## config.mk

```make
export PLATFORM = sky130hd
export DESIGN_NAME = truth_table_extractor
export DESIGN_NICKNAME = d
export VERILOG_FILES = /design/src/rtl/truth_table_extractor.sv
export SDC_FILE = /design/constraint.sdc
export NUM_CORES = 1
export LEC_CHECK = 0
export ABC_AREA = 1
export CORE_MARGIN = 3
export CORE_UTILIZATION = 50
export CTS_BUF_LIST = sky130_fd_sc_hd__clkbuf_4 sky130_fd_sc_hd__clkbuf_8
export CTS_CLUSTER_DIAMETER = 40
export CTS_CLUSTER_SIZE = 20
export DETAILED_ROUTE_END_ITERATION = 8
export PLACE_DENSITY = 0.88
export SLEW_MARGIN = 10
export SYNTH_ARGS = -nofsm -noshare
export SYNTH_HDL_FRONTEND = slang
export SYNTH_SLANG_ARGS = --single-unit
```

## constraint.sdc

```tcl
create_clock -name clk -period 6.2 [get_ports clk]
set_input_delay 1.24 -clock clk [delete_from_list [all_inputs] [get_ports clk]]
set_output_delay 1.24 -clock clk [all_outputs]
set_load 0.1 [all_outputs]
```

## src/rtl/truth_table_extractor.sv

```systemverilog
// truth_table_extractor
//   Sweeps every input minterm onto a combinational function under test, samples its
//   single output and builds the full 2**N_INPUTS-bit truth table. The finished table is
//   compared bit by bit against a reference table latched when the sweep starts.
//
// Ports
//   clk            single clock, all state on the rising edge
//   rst_n          asynchronous active-low reset
//   start          begin a sweep (accepted only when idle or done)
//   abort          stop any sweep and return to idle (beats start)
//   expected       reference truth table, latched on start accept
//   x_drv          minterm driven onto the function under test (bit i -> input xi)
//   f_in           output of the function under test
//   busy           high from start accept until the sweep completes
//   done           one-cycle pulse when the table is complete
//   tt_valid       tt_out and compare results valid until next start/abort
//   tt_out         extracted table, tt_out[m] = f(m)
//   match          tt_out equals the latched reference
//   mismatch_cnt   number of differing bits
//   first_mismatch lowest differing minterm (0 when matching)

module truth_table_extractor #(
  parameter int N_INPUTS      = 7,
  parameter int SETTLE_CYCLES = 0
) (
  input  logic                     clk,
  input  logic                     rst_n,
  input  logic                     start,
  input  logic                     abort,
  input  logic [2**N_INPUTS-1:0]   expected,
  output logic [N_INPUTS-1:0]      x_drv,
  input  logic                     f_in,
  output logic                     busy,
  output logic                     done,
  output logic                     tt_valid,
  output logic [2**N_INPUTS-1:0]   tt_out,
  output logic                     match,
  output logic [N_INPUTS:0]        mismatch_cnt,
  output logic [N_INPUTS-1:0]      first_mismatch
);

  localparam int TT_BITS = 2**N_INPUTS;
  localparam int SETTLE_LAST_INT = (SETTLE_CYCLES > 0) ? SETTLE_CYCLES - 1 : 0;
  localparam logic [3:0] SETTLE_LAST = 4'(SETTLE_LAST_INT);
  localparam logic [N_INPUTS-1:0] LAST_IDX = '1;

  typedef enum logic [2:0] {
    S_IDLE,
    S_DRIVE,
    S_SETTLE,
    S_SAMPLE,
    S_DONE
  } state_t;

  state_t              state;
  state_t              state_next;
  logic [N_INPUTS-1:0] idx;
  logic [3:0]          settle_cnt;
  logic [TT_BITS-1:0]  exp_q;
  logic                start_ok;
  logic                sample_miss;

  // A start only counts when no sweep is running and abort is not asserted with it.
  assign start_ok    = start && !abort && ((state == S_IDLE) || (state == S_DONE));
  assign sample_miss = (state == S_SAMPLE) && (f_in != exp_q[idx]);

  // State register.
  always_ff @(posedge clk or negedge rst_n) begin
    if (!rst_n) begin
      state <= S_IDLE;
    end else begin
      state <= state_next;
    end
  end

  // Next-state logic; abort overrides everything.
  always_comb begin
    state_next = state;
    if (abort) begin
      state_next = S_IDLE;
    end else begin
      case (state)
        S_IDLE, S_DONE: if (start_ok) state_next = S_DRIVE;
        S_DRIVE:        state_next = (SETTLE_CYCLES > 0) ? S_SETTLE : S_SAMPLE;
        S_SETTLE:       if (settle_cnt == SETTLE_LAST) state_next = S_SAMPLE;
        S_SAMPLE:       state_next = (idx == LAST_IDX) ? S_DONE : S_DRIVE;
        default:        state_next = S_IDLE;
      endcase
    end
  end

  // Datapath: minterm index, settle timer, table assembly and compare bookkeeping.
  // match is taken from the count including the final sample's mismatch, since
  // mismatch_cnt itself only updates on that same edge.
  always_ff @(posedge clk or negedge rst_n) begin
    if (!rst_n) begin
      x_drv          <= '0;
      idx            <= '0;
      settle_cnt     <= '0;
      exp_q          <= '0;
      tt_out         <= '0;
      mismatch_cnt   <= '0;
      first_mismatch <= '0;
      busy           <= 1'b0;
      done           <= 1'b0;
      tt_valid       <= 1'b0;
      match          <= 1'b0;
    end else begin
      done <= 1'b0;
      if (abort) begin
        busy       <= 1'b0;
        tt_valid   <= 1'b0;
        match      <= 1'b0;
        x_drv      <= '0;
        idx        <= '0;
        settle_cnt <= '0;
      end else begin
        case (state)
          S_IDLE, S_DONE: begin
            if (start_ok) begin
              exp_q          <= expected;
              tt_out         <= '0;
              mismatch_cnt   <= '0;
              first_mismatch <= '0;
              idx            <= '0;
              tt_valid       <= 1'b0;
              match          <= 1'b0;
              busy           <= 1'b1;
            end
          end
          S_DRIVE: begin
            x_drv      <= idx;
            settle_cnt <= '0;
          end
          S_SETTLE: begin
            settle_cnt <= settle_cnt + 4'd1;
          end
          S_SAMPLE: begin
            tt_out[idx] <= f_in;
            if (sample_miss) begin
              mismatch_cnt <= mismatch_cnt + (N_INPUTS+1)'(1);
              if (mismatch_cnt == '0) first_mismatch <= idx;
            end
            if (idx == LAST_IDX) begin
              done     <= 1'b1;
              busy     <= 1'b0;
              tt_valid <= 1'b1;
              match    <= (mismatch_cnt == '0) && !sample_miss;
            end else begin
              idx <= idx + N_INPUTS'(1);
            end
          end
          default: ;
        endcase
      end
    end
  end

endmodule
```

# After elaboration in Yosys (flattened, before gate mapping)

Cells that the tools add are included.

Bits in registers: 296
Bits of input ports: 133
Output and inout bits: 154
Word-level logic and storage cells: 94

Add/sub/neg operators: 3
Magnitude comparators: 2
Equality and inequality tests: 13
Multiplexer cells: 40
Bitwise logic cells: 1
Reduce and logical (&&, ||, !) cells: 23

Operators with widths:

| kind                                                                  | number |
|---|---|
| 128-bit case mux with 2 select lines                                  | 1 |
| 128-bit bitwise mux                                                   | 1 |
| 128-bit two-way mux                                                   | 1 |
| 7-bit two-way mux                                                     | 7 |
| 7-bit case mux with 2 select lines                                    | 2 |
| 8-bit two-way mux                                                     | 2 |
| 8-bit case mux with 2 select lines                                    | 1 |
| 1-bit two-way mux                                                     | 13 |
| 3-bit two-way mux                                                     | 4 |
| 3-bit case mux with 4 select lines                                    | 1 |
| 3-bit AND reduction                                                   | 4 |
| 3-bit != test, second input constant                                  | 3 |
| 8-bit by 1-bit adder with 8-bit output, second input constant         | 1 |
| 8-bit zero test                                                       | 1 |
| 7-bit by 8-bit < comparator with 1-bit output, second input constant  | 1 |
| 4-bit case mux with 2 select lines                                    | 1 |
| 7-bit by 1-bit adder with 7-bit output, second input constant         | 1 |
| 1-bit binary-select mux with 7-bit select                             | 1 |
| 1-bit demux with 7-bit select                                         | 1 |
| 7-bit == test, second input constant                                  | 1 |
| 7-bit by 1-bit >= comparator with 1-bit output, second input constant | 1 |
| 3-bit by 2-bit == test with 1-bit output, second input constant       | 2 |
| 1-bit case mux with 2 select lines                                    | 3 |
| 3-bit nonzero test                                                    | 2 |
| other kinds (19)                                                      | 26 |

# Longest topological paths before layout

Gate-level depths: netlist of run 1.

Word-level depth: 9
Depth in mapped cells: 19
Mapped depth without buffers: 16

# Worst setup path after synthesis of run 1

No wires, ideal clock.

Path type: input to register
From: input abort
To: register idx[5]
Setup time: 0.123 ns
Data arrival time: 2.480 ns
Required time: 6.077 ns
Path slack: 3.597 ns
Stages on the path: 11
Path buffers: 1
Cell sequence: inv_1 -> nand3_1 -> inv_1 -> buf_2 -> nor3_1 -> nor2_1 -> inv_1 -> nor2_1 -> inv_1 -> nor3_1 -> nor3_1

Cells in the longest elaborated chain, start to end: 5
Elaborated cells between the ends (all ways): 8
Classes of those cells: eq/ne: 2; mux: 1; reduce/logical: 5

RTL lines:

| element                        | line | RTL |
|---|---|---|
| start, declared                | 29   | `input logic abort,` |
| 1-bit zero test                | 64   | `assign start_ok = start && !abort && ((state == S_IDLE) \|\| (state == S_DONE));` |
| 1-bit logical AND (2 in a row) | 64   |  |
| 3-bit != test (no line)        | n/a  |  |
| 3-bit AND reduction (no line)  | n/a  |  |
| end signal, assigned           | 150  | `idx <= idx + N_INPUTS'(1);` |
| end, declared                  | 57   | `logic [N_INPUTS-1:0] idx;` |

Parallel ways exist; a longest one is shown, timed or not.
A chain may end at the register's enable or synchronous reset.

# Final worst setup path of run 1

From: input abort
To: register tt_out[99]

Cells in the longest elaborated chain, start to end: 5
Elaborated cells between the ends (all ways): 6
Classes of those cells: eq/ne: 1; bitwise: 1; reduce/logical: 4

RTL lines:

| element                         | line | RTL |
|---|---|---|
| 1-bit zero test                 | 64   |  |
| 1-bit logical AND (2 in a row)  | 64   |  |
| 2-bit != test (no line)         | n/a  |  |
| 3-bit AND reduction (no line) * | n/a  |  |
| end signal, assigned by index   | 139  | `tt_out[idx] <= f_in;` |
| end, declared                   | 36   | `output logic [2**N_INPUTS-1:0] tt_out,` |

Mark *: on every way between the ends. The rest lies on a longest branch, timed or not.

==> flow_summary.yaml, run 1 <==
global_route:
  grt_max_degree: 263
  grt_pass1_vias: 13400
  grt_overflow: 0
  grt_usage_pct: 27.7
  antenna_found_initial: 0
  grt_pass1_wl_um: 69100
critical_path:
  path_max_fanout: 64
  cp-startpoint: "abort"
  ff2ff_path_depth: 10
  crit_path_end_kind: "flop"
  cp-start-kind: "input pin"
  path_class: "input pin to flop"
  required_ns: 6.63
  max_stage_delay_ns: 0.71
  slowest_stage: "inv_2"
  r2r-start: "state[0]"
  cp_cell_sequence: "clkdlybuf4s50_1 > inv_1 > nand3_1 > inv_6 > nor2_1 > inv_2 > buf_4 > o21ai_0 > a32o_1"
  arrival_ns: 4.36
placed_design:
  hpwl_um: 27900
  portBuffers: 286
  gp_congestion: 0.855
  dp.cells: 2297
  dp_slack_ns: 1.67
die:
  initial_core_util_pct: 51.0
  coreArea_mm2: 0.0280
  placementRows: 61
  dieArea_mm2: 0.0307
  die_w_um: 175
  io-pin-count: 287
  die_height_um: 175
sta:
  worst_slew_pin_slew_ns: 1.15
  setup_viol: 0
  finalHoldViolations: 0
  rsz0062_at_grt: "no"
  finalCritPeriodShare_pct: 63.5
  drv_slew: 0
  setup_tns_ns: 0
  max_slew_margin_pct: 23.0
  period_minus_slack_ns: 3.94
  fmax_ghz: 0.254
  skew_ns: 0.0367
  layout_setup_ws_ns: 2.26
  holdWs_ns: 0.481
logic_synthesis:
  syn_area_mm2: 0.0143
  synth-seq-cells: 296
  synth_cell_types: 37
  postSynthCellCount: 1736
  yosysWarnings: 0
  syn_avg_cell_area_um2: 8.23
  yosysSeqAreaShare_pct: 51.8
  synth_fp_nets: 1874
final_layout:
  final_util_pct: 64.8
  stdcell_count: 2371
  drive_gt1_share_pct: 5.82
  nets: 2101
  area_delta_synth_final_pct: 27.0
  diodes: 0
routing:
  ant_nets: 0
  via_per_inst: 5.67
  first_pass_iters: 5
  via_count: 13400
  wl_per_cell_um: 18.2
  drc: 0
  drtIter0Drc: 1382
  wl_um: 43200
outcome:
  status: "complete, no violations"
min_path:
  hold_start: "tt_out[2]"
  holdPathStages: 2
  min_path_type: "flop to flop"
clock_tree:
  postCtsSetupBuffers: 0
  cts_hold_buffers: 0
  path_clk_slew_ns: 0.07
  cts.repair.resized: 0
  cts_num_sinks: 296
  clock_latency_ns: 0.56
  htree_levels: 2
  cts_tree: "built"
  cts_buffers: 42
  ctsLongestPathBuffers: 3
  cts_root_buffer: "clkbuf_8"
power:
  p_leak_nw: 7.95
  power.density_mw_per_mm2: 278
  vdd_drop_max_v: 0.000212
flow_run:
  drv_cap: 0
[critical path, delay by kind of cell]
family	cells	cell delay [ns]
AOI/OAI and AO/OA	2	0.43
and+or+nand+nor	2	0.63
buffers and inverters	5	2.02
[cells in the final DEF (no fill, tap or decap), types with 16 or more instances in the layout]
cell	n
a21oi_1	16
a32o_1	100
clkbuf_8	49
clkdlybuf4s50_1	284
dfrtp_1	295
inv_1	181
nand2_1	417
nand3_1	72
nor2_1	180
o21ai_0	256
o31ai_1	19
[final cells by class]
cell class,instances,area (um^2)
fillers,2221,9850
flip-flops and latches,296,7410
multi-input cells,1131,5640
repair buffers,297,2970
inverters,195,737
clock buffers,54,712
well taps,378,473
clock inverters,20,221
[where the power goes]
| part | total (mW) | internal, mW | switching [mW] |
|---|---|---|---|
| sequential | 2.21 | 2.14 | 0.0685 |
| combinational | 1.12 | 0.345 | 0.778 |
| clock | 1.71 | 0.901 | 0.807 |
[registers in the layout (all words and copies together), names as in the netlist]
| signal | count |
|---|---|
| done | 1 |
| busy | 1 |
| x_drv | 7 |
| first_mismatch | 7 |
| exp_q | 128 |
| mismatch_cnt | 8 |
| match | 1 |
| idx | 7 |
| tt_valid | 1 |
| state | 3 |
| tt_out | 128 |
| settle_cnt | 4 |
[path summary, 6_finish.rpt]
check	to	slack [ns]
max in group asynchronous	exp_q[52]	4.20
setup / recovery	tt_out[99]	2.26
hold reg to reg	tt_out[2]	0.48
hold / removal	tt_out[2]	0.48
setup reg to reg	tt_out[99]	2.31
min in group asynchronous	tt_out[11]	0.67
[logic make-up after synthesis]
family	count (synthesis)	share of synthesized area (%)
AND/OR/NAND/NOR	702	19.7
AO/OA/AOI/OAI	421	19.0
buffers and inverters	309	8.82
flip-flops	296	51.8
adder cells (fa/ha/maj)	5	0.438
XOR/XNOR	3	0.184
[routing by layer]
metal | track usage [%] | wire length (um) | vias to the layer above | share of wire (%)
li1 | - | - | 6191 | -
met1 | 36.5 | 17400 | 6419 | 40
met2 | 44.8 | 20400 | 706 | 47
met3 | 4.19 | 3390 | 130 | 7.8
met4 | 14.1 | 2070 | 0 | 4.8
met5 | 0 | 0 | - | 0
[stage by stage]
stage	power, mW	area [um^2]
floorplan	3.01	14300
global placement	3.31	17200
detailed placement	3.36	17200
CTS	5.06	18200
global route	5.31	18200
finish	5.04	18200
[cell usage after synthesis (all sizes together)]
| cell | n | area (um^2) |
|---|---|---|
| a21oi | 16 | 80.1 |
| a31oi | 1 | 6.26 |
| a32o | 100 | 1000 |
| and3 | 1 | 6.26 |
| buf | 33 | 225 |
| clkbuf | 81 | 304 |
| clkinv | 7 | 26.3 |
| dfrtp | 296 | 7410 |
| ha | 5 | 62.6 |
| inv | 188 | 706 |
| nand2 | 421 | 1600 |
| nand3 | 73 | 378 |
| nand3b | 1 | 7.51 |
| nand4 | 10 | 62.6 |
| nor2 | 185 | 712 |
| nor3 | 7 | 35.0 |
| nor4 | 2 | 12.5 |
| o211ai | 4 | 30.0 |
| o21ai | 270 | 1380 |
| o21bai | 1 | 11.3 |
| o22ai | 10 | 62.6 |
| o31ai | 19 | 143 |
| or2 | 2 | 12.5 |
| xnor2 | 1 | 8.76 |
| xor2 | 2 | 17.5 |
No activity file was read; power rests on OpenSTA's default activity.
==> run 2: changes to the inputs <==
==> constraint.sdc (replaced) <==
create_clock -name clk -period 3.65 [get_ports clk]
set_input_delay 0.73 -clock clk [delete_from_list [all_inputs] [get_ports clk]]
set_output_delay 0.73 -clock clk [all_outputs]
set_load 0.1 [all_outputs]
==> run 2 against run 1 <==
  * Via count increased by 0.85%
  * Clock skew decreased by 0.0031 ns
  * Global-route usage fell by 0.061 points
  * Setup slack got worse by 1.6 ns
  * Final cell count grew 0.30%
  * Clock-buffer cell count shrank 7
  * Register-to-register slack got worse by 1.6 ns
  * Critical endpoint is now tt_out[11]
==> flow_summary.yaml, run 2 (synthesized netlist as in run 1, its figures left out) <==
critical_path:
  arrival_ns: 3.39
  slowest_stage: "clkinv_1"
  required_ns: 4.05
  ff2ff_path_depth: 9
  path_max_fanout: 18
  cp_cell_sequence: "inv_2 > nor2_4 > inv_1 > nor2_1 > clkinv_1 > o21ai_0 > nand2_1 > nand2_1 > o31ai_1"
  path_class: "flop to flop"
  ff2ff_setup_slack_ns: 0.67
  r2r-start: "idx[1]"
  max_stage_delay_ns: 0.66
  cp_top_family: "buffers and inverters"
  critPathMostFrequentCell: "nand2_1"
  cp-startpoint: "idx[1]"
  crit_path_end_kind: "flop"
  cp-start-kind: "flop"
  crit_buf_inv: 3
  reg2reg_to: "tt_out[11]"
sta:
  finalHoldViolations: 0
  worst_slew_pin_slew_ns: 1.15
  rsz0062_at_grt: "no"
  skew_ns: 0.0336
  period_minus_slack_ns: 2.98
  drv_slew: 0
  setup_tns_ns: 0
  max_slew_margin_pct: 23.3
  finalCritPeriodShare_pct: 81.7
  fmax_ghz: 0.335
  setup_viol: 0
clock_tree:
  cts_tree: "built"
  cts_hold_buffers: 0
  cts_root_buffer: "clkbuf_8"
  clock_latency_ns: 0.58
  path_clk_slew_ns: 0.07
  ctsLongestPathBuffers: 3
  cts_buffers: 42
  cts.repair.resized: 0
  postCtsSetupBuffers: 0
  htree_levels: 2
  cts_num_sinks: 296
final_layout:
  layout_common_cells: "417 x nand2_1, 295 x dfrtp_1, 282 x clkdlybuf4s50_1"
  area_delta_synth_final_pct: 28.0
  final_common_cell: "nand2_1"
  largestRegisters: "exp_q x128, tt_out x128, mismatch_cnt x8"
  diodes: 0
  nets: 2105
  drive_gt1_share_pct: 6.25
  final_area_mm2: 0.0183
  fillers: 2227
global_route:
  grt_max_degree: 262
  grt_pass1_wl_um: 68700
  antenna_found_initial: 0
  grt_overflow: 0
  grt_usage_pct: 27.6
  grt_pass1_vias: 13200
die:
  io-pin-count: 287
  coreArea_mm2: 0.0280
  die_w_um: 175
  initial_core_util_pct: 51.0
  die_height_um: 175
  placementRows: 61
  dieArea_mm2: 0.0307
power:
  pwr-share-seq_pct: 43.0
  switching_share_pct: 33.5
  power.density_mw_per_mm2: 477
  p_leak_nw: 8.01
  p_comb_share_pct: 22.5
  power.switching_mw: 2.93
  vdd_drop_max_v: 0.000300
  power.internal_mw: 5.81
  clkPwrFrac_pct: 34.5
placed_design:
  gp_congestion: 0.884
  placed_area_mm2: 0.0173
  portBuffers: 286
  hpwl_um: 27900
routing:
  wl_um: 43000
  via_per_inst: 5.70
  via_count: 13600
  first_pass_iters: 6
  drc: 0
  ant_nets: 0
  drtIter0Drc: 1478
  wl_per_cell_um: 18.1
min_path:
  min_path_type: "input pin to async pin"
outcome:
  status: "complete, no violations"
flow_run:
  drv_cap: 0
## run 2: metrics by stage
stage	worst slack, ns	std cells	utilization [%]	hold slack, ns	total power, mW
final	0.669	2378	65.3	0.168	8.73
after global routing	0.533	2378	65.3	0.206	9.20
after CTS	0.697	2378	65.3	0.184	8.75
after detailed placement	0.601	2301	61.8	0.467	5.75
after global placement	0.699	2301	61.8	0.457	5.66
after floorplan	1.32	1736	-	0.434	5.12
## run 2: routing by layer
metal / routed length (um) / up-vias / GRT usage (%)
li1: - / 6204 / -
met1: 17000 / 6498 / 37.0
met2: 20200 / 699 / 43.5
met3: 3390 / 159 / 4.76
met4: 2320 / 0 / 14.2
met5: 0 / - / 0
## run 2: worst max-delay path by stage
stage | endpoint | cells past startpoint
floorplan | first_mismatch[0] | 9
detailed placement | tt_out[39] | 9
CTS | mismatch_cnt[6] | 1
global route | tt_out[48] | 7
finish | tt_out[11] | 9
global placement | tt_out[101] | 9
## run 2: power groups by stage
stage | Combinational, mW | Sequential [mW] | Clock (mW)
after floorplan | 1.27 | 3.85 | 0
after global placement | 1.86 | 3.80 | 0
after detailed placement | 1.93 | 3.82 | 0
after CTS | 1.95 | 3.76 | 3.04
after global routing | 2.21 | 3.79 | 3.20
final | 1.96 | 3.76 | 3.01
## run 2: area by class of cell
cell class | instances | area (um^2) | share of cell area, %
sequential | 296 | 7410 | 40.5
multi-input combinational | 1131 | 5640 | 30.8
inverter | 195 | 737 | 4.03
clock inverter | 30 | 340 | 1.86
timing repair buffer | 301 | 3060 | 16.7
tap | 378 | 473 | 2.59
clock buffer | 47 | 641 | 3.50
## run 2: worst register-to-register path: stages (launching register included)
cell      delay, ns
dfrtp_1        0.48
inv_2          0.12
nor2_4         0.55
inv_1          0.13
nor2_1         0.16
clkinv_1       0.66
o21ai_0        0.47
nand2_1        0.11
nand2_1        0.09
o31ai_1        0.06
